--- src/rtl/operand_b_stage.sv ---
// operand_b_stage: selects the B operand (register, constant, extended
// immediate or shifted extended immediate) and holds results in a 2-entry
// in-order buffer with valid/ready handshakes on both sides.
`timescale 1ns/1ps

module operand_b_stage #(
  parameter int DATA_W    = 32,
  parameter int IMM_W     = 16,  // must not exceed DATA_W
  parameter int SHIFT     = 2,
  parameter int CONST_VAL = 4
) (
  input  logic              clk,
  input  logic              reset,
  input  logic              in_valid,
  output logic              in_ready,
  input  logic [1:0]        selector,
  input  logic [DATA_W-1:0] data_0,
  input  logic [IMM_W-1:0]  imm,
  input  logic              ext_unsigned,
  input  logic              flush,
  output logic              out_valid,
  input  logic              out_ready,
  output logic [DATA_W-1:0] data_out,
  output logic [1:0]        sel_out,
  output logic [7:0]        op_count
);

  typedef enum logic [1:0] {
    EMPTY = 2'b00,
    ONE   = 2'b01,
    FULL  = 2'b10
  } state_e;

  localparam logic [DATA_W-1:0] CONST_W = DATA_W'(CONST_VAL);

  // Sign- or zero-extend the immediate to the datapath width.
  function automatic logic signed [DATA_W-1:0] extend_imm(
    input logic [IMM_W-1:0] v,
    input logic             zext
  );
    logic signed [DATA_W-1:0] r;
    if (zext) r = $signed(DATA_W'(v));
    else      r = DATA_W'($signed(v));
    return r;
  endfunction

  // Operand mux; the shifted form drops bits pushed above DATA_W-1.
  function automatic logic [DATA_W-1:0] select_operand(
    input logic [1:0]        sel,
    input logic [DATA_W-1:0] d0,
    input logic [IMM_W-1:0]  v,
    input logic              zext
  );
    logic signed [DATA_W-1:0] ext;
    logic signed [DATA_W-1:0] shifted;
    logic [DATA_W-1:0]        r;
    ext     = extend_imm(v, zext);
    shifted = ext << SHIFT;
    unique case (sel)
      2'b00:   r = d0;
      2'b01:   r = CONST_W;
      2'b10:   r = ext;
      default: r = shifted;
    endcase
    return r;
  endfunction

  state_e            state_q, state_d;
  logic              in_ready_q, out_valid_q;
  logic [DATA_W-1:0] head_data_q, head_data_d;
  logic [1:0]        head_sel_q, head_sel_d;
  logic [DATA_W-1:0] tail_data_q, tail_data_d;
  logic [1:0]        tail_sel_q, tail_sel_d;
  logic [7:0]        op_count_q, op_count_d;

  logic              accept;
  logic              pop;
  logic [DATA_W-1:0] result;

  // Handshake decode and result formation from this cycle's inputs only.
  always_comb begin
    accept = in_valid && in_ready_q;
    pop    = out_valid_q && out_ready;
    result = select_operand(selector, data_0, imm, ext_unsigned);
  end

  // Next-state and buffer update; flush forces EMPTY and freezes the entries.
  always_comb begin
    state_d     = state_q;
    head_data_d = head_data_q;
    head_sel_d  = head_sel_q;
    tail_data_d = tail_data_q;
    tail_sel_d  = tail_sel_q;
    op_count_d  = op_count_q + 8'(pop);

    unique case (state_q)
      EMPTY: begin
        if (accept) begin
          state_d     = ONE;
          head_data_d = result;
          head_sel_d  = selector;
        end
      end
      ONE: begin
        if (accept && pop) begin
          // Old head leaves while the new result takes its place.
          head_data_d = result;
          head_sel_d  = selector;
        end else if (accept) begin
          state_d     = FULL;
          tail_data_d = result;
          tail_sel_d  = selector;
        end else if (pop) begin
          // Head values are kept but carry no meaning once EMPTY.
          state_d = EMPTY;
        end
      end
      FULL: begin
        if (pop) begin
          state_d     = ONE;
          head_data_d = tail_data_q;
          head_sel_d  = tail_sel_q;
        end
      end
      default: state_d = EMPTY;
    endcase

    if (flush) begin
      state_d     = EMPTY;
      head_data_d = head_data_q;
      head_sel_d  = head_sel_q;
      tail_data_d = tail_data_q;
      tail_sel_d  = tail_sel_q;
    end
  end

  // State, registered handshake outputs, buffer entries and pop counter.
  always_ff @(posedge clk or posedge reset) begin
    if (reset) begin
      state_q     <= EMPTY;
      in_ready_q  <= 1'b1;
      out_valid_q <= 1'b0;
      head_data_q <= '0;
      head_sel_q  <= 2'b00;
      tail_data_q <= '0;
      tail_sel_q  <= 2'b00;
      op_count_q  <= 8'd0;
    end else begin
      state_q     <= state_d;
      in_ready_q  <= (state_d != FULL);
      out_valid_q <= (state_d != EMPTY);
      head_data_q <= head_data_d;
      head_sel_q  <= head_sel_d;
      tail_data_q <= tail_data_d;
      tail_sel_q  <= tail_sel_d;
      op_count_q  <= op_count_d;
    end
  end

  assign in_ready  = in_ready_q;
  assign out_valid = out_valid_q;
  assign data_out  = head_data_q;
  assign sel_out   = head_sel_q;
  assign op_count  = op_count_q;

endmodule

--- config.mk ---
export PLATFORM = sky130hd
export DESIGN_NAME = operand_b_stage
export DESIGN_NICKNAME = d
export VERILOG_FILES = /design/src/rtl/operand_b_stage.sv
export SDC_FILE = /design/constraint.sdc
export NUM_CORES = 1
export LEC_CHECK = 0
export CAP_MARGIN = 20
export CORE_MARGIN = 4
export CORE_UTILIZATION = 45
export DETAILED_ROUTE_END_ITERATION = 16
export PLACE_DENSITY = 0.86
export SETUP_SLACK_MARGIN = 0.02
export SYNTH_ARGS = -nofsm -noshare
export SYNTH_HDL_FRONTEND = slang
export SYNTH_SLANG_ARGS = --single-unit
--- constraint.sdc ---
create_clock -name clk -period 8.8 [get_ports clk]
set_input_delay 2.64 -clock clk [delete_from_list [all_inputs] [get_ports clk]]
set_output_delay 2.64 -clock clk [all_outputs]
set_load 0.02 [all_outputs]
==> qor.yml <==
outcome:
  status: "complete, no violations"
pwr:
  vdd_ir_drop_max_mv: 0.142
  combPwrFrac_pct: 35.1
  pwr-share-seq_pct: 43.7
  switching_share_pct: 31.6
  power_switching_w: 0.000414
  internal-power_w: 0.000896
  power_leakage_nw: 2.38
  p_per_area_nw_per_um2: 245
  power_frac_clock_pct: 21.2
cts:
  cts_buffers: 9
  clk_latency_ns: 0.34
  h-tree-depth: 3
  clk_pin_slew_ns: 0.08
  cts.root.buffer_cell: "clkbuf_8"
  cts_tree: "yes"
  cts_setup_buffers: 0
  ctsResizeCount: 0
  cts_hold_buf: 0
  cts_num_sinks: 80
  clock_path_buffers: 2
timing:
  max_slew_margin_pct: 33.6
  setup-violations-final: 0
  min_period_ns: 4.43
  rsz0062_at_grt: "false"
  worst_slew_pin_slew_ns: 0.992
  final_hold_viol_count: 0
  fin_ws_ns: 4.37
  skew_ns: 0.0102
  timing.final.crit_share_pct: 50.3
  slew_viol_final: 0
  clock.fmax_mhz: 226
  setup_tns_ns: 0
detailed_routing:
  antenna_left: 0
  wl_met1_um: 3920
  drtIter0Drc: 120
  top_layer: "met4"
  dr.pass1.iters: 4
  avgViaCountPerCell: 5.18
  avgRoutedWirePerCell_um: 16.5
  vias: 2869
  route.met3.wl_um: 379
  drc_errors: 0
  met2_length_um: 4610
  wl_um: 9120
critical_path:
  critPathArrivalTime_ns: 4.71
  worstReg2RegStart: "in_ready"
  regToRegSetupSlack_ns: 6.75
  cp-end-kind: "flop"
  worstPathCellList: "clkdlybuf4s50_1 -> buf_4 -> nor2_1 -> a21oi_1 -> o21ai_0 -> mux2_4"
  slowest_delay_ns: 0.80
  crit_cells: 6
  reg2reg_depth: 5
  crit_type: "in -> reg"
  path_delay_family: "simple AND/OR/NAND/NOR gates"
  crit_path_start_kind: "primary input"
  crit_required_ns: 9.08
  crit_slowest_cell: "nor2_1"
  path_buf_inv: 2
  critPathLaunch: "selector[1]"
  path_max_fanout: 37
cells_and_area:
  layout.cells.most_common: "clkdlybuf4s50_1"
  final_cell_mix: "clkdlybuf4s50_1 (99), dfrtp_1 (79), nand2_1 (40)"
  area_delta_synth_final_pct: 29.9
  layout-drive-gt1-share_pct: 22.0
  fillCellCount: 701
  multi_input_area_um2: 1910
  finalInstanceArea_um2: 5350
  regArea_um2: 2000
  stdcell_count: 554
  antenna_cells: 0
  post-route-util_pct: 60.7
  fin_nets: 499
min_path:
  holdCritStartpoint: "op_count[7]"
  holdCritPathClass: "reg -> reg"
  hold_depth: 1
placement:
  dp_slack_ns: 4.02
  placed_cell_area_um2: 5110
  portBuffers: 99
  placed_cells: 537
  dpl.hpwl_um: 6380
  gp_congestion: 0.858
job:
  drv_cap: 0
floorplan:
  fp-row-count: 34
  die_y_um: 104
  die_x_um: 104
  core_area_um2: 8810
  initial_core_util_pct: 46.7
  ios: 100
  dieArea_um2: 10700
grt:
  grt_max_degree: 81
  overflow: 0
  antenna_found_initial: 0
  grt_usage_pct: 17.1
  grt_pass1_wl_um: 14800
  grt_pass1_vias: 2933
synthesis:
  yosys_warnings: 0
  ys_ff_latch: 80
  syn_area_per_cell_um2: 11.8
  synthesis.area_um2: 4120
  ys_seq_area_share_pct: 48.7
  syn_inst: 349
  synth.area.top_cells: "dfrtp_1 (48%), mux2_4 (11%), mux2_2 (10%)"
  yosys.area.top_type: "dfrtp_1"
  synth_cell_types: 38
  synth.net_count: 407
  synth_top_area_share_pct: 48.0
-- layout make-up --
cell class	count	area share, %
sequential	80	37.5
multi-input combinational	239	35.8
tap	108	2.53
timing repair buffer	106	20.0
inverter	5	0.374
clock buffer	10	2.57
clock inverter	6	1.29
-- stage by stage --
stage | hold WS (ns) | power, W
after floorplan | 0.454 | 0.000844
after global placement | 0.459 | 0.00102
after detailed placement | 0.462 | 0.00104
after CTS | 0.478 | 0.00132
after global routing | 0.503 | 0.00139
final | 0.471 | 0.00131
-- cells in the mapped netlist, drive strengths merged --
| cell type | n |
|---|---|
| a32oi | 1 |
| nor2 | 22 |
| dfstp | 1 |
| o21ba | 1 |
| nand3b | 1 |
| a21bo | 1 |
| buf | 23 |
| nand3 | 3 |
| dfrtp | 79 |
| clkbuf | 2 |
| a211o | 1 |
| nand2b | 3 |
| mux2i | 29 |
| nand4 | 2 |
| and3 | 1 |
| a21oi | 33 |
| nor3 | 2 |
| xnor2 | 4 |
| o21ai | 16 |
| nand2 | 40 |
| mux2 | 68 |
| a21boi | 1 |
| o22ai | 1 |
| inv | 5 |
| nor2b | 2 |
| ha | 2 |
| o31ai | 1 |
| and4 | 1 |
| and3b | 1 |
| xor2 | 2 |
-- sequential cells by signal, summed over array words and instances, names as in the netlist --
register / flops
op_count: 8
tail_data_q: 32
tail_sel_q: 2
out_valid: 1
state_q: 2
data_out: 32
in_ready: 1
sel_out: 2
-- power groups by stage --
| stage | combinational [W] | clock [W] | sequential, W |
|---|---|---|---|
| finish | 0.000459 | 0.000277 | 0.000573 |
| global route | 0.000494 | 0.000305 | 0.000587 |
| detailed placement | 0.000462 | 0 | 0.000578 |
| CTS | 0.000464 | 0.000285 | 0.000573 |
| global placement | 0.000449 | 0 | 0.000570 |
| floorplan | 0.000207 | 0 | 0.000637 |
-- cell families (layout without fill, tap and decap cells) --
logic type | Yosys count | after routing | synth area share, %
buffers and inverters | 30 | 127 | 5.08
AND/OR/NAND/NOR | 78 | 78 | 8.51
multiplexers | 97 | 97 | 28.4
AO/OA/AOI/OAI | 56 | 56 | 7.48
adder cells (fa/ha/maj) | 2 | 2 | 0.608
flip-flops | 80 | 80 | 48.7
XOR/XNOR | 6 | 6 | 1.28
-- final timing paths --
kind,end
worst max-delay path,data_out[20]
worst min-delay path,op_count[7]
worst max register to register,data_out[26]
worst min register to register,op_count[7]
max in group asynchronous,in_ready
min in group asynchronous,data_out[31]
-- per-layer routing --
| layer | track usage [%] | vias to the layer above |
|---|---|---|
| li1 | - | 1402 |
| met1 | 20.2 | 1391 |
| met2 | 29.8 | 59 |
| met3 | 4.79 | 17 |
| met4 | 6.36 | 0 |
| met5 | 0 | - |
-- worst register-to-register path, stage by stage (launching register included) --
cell and delay [ns]:
dfstp_2 0.59, nand3b_4 0.11, a21oi_2 0.15, o21ba_2 0.14, buf_4 0.53, mux2_2 0.42
No activity file was read; power rests on OpenSTA's default activity.
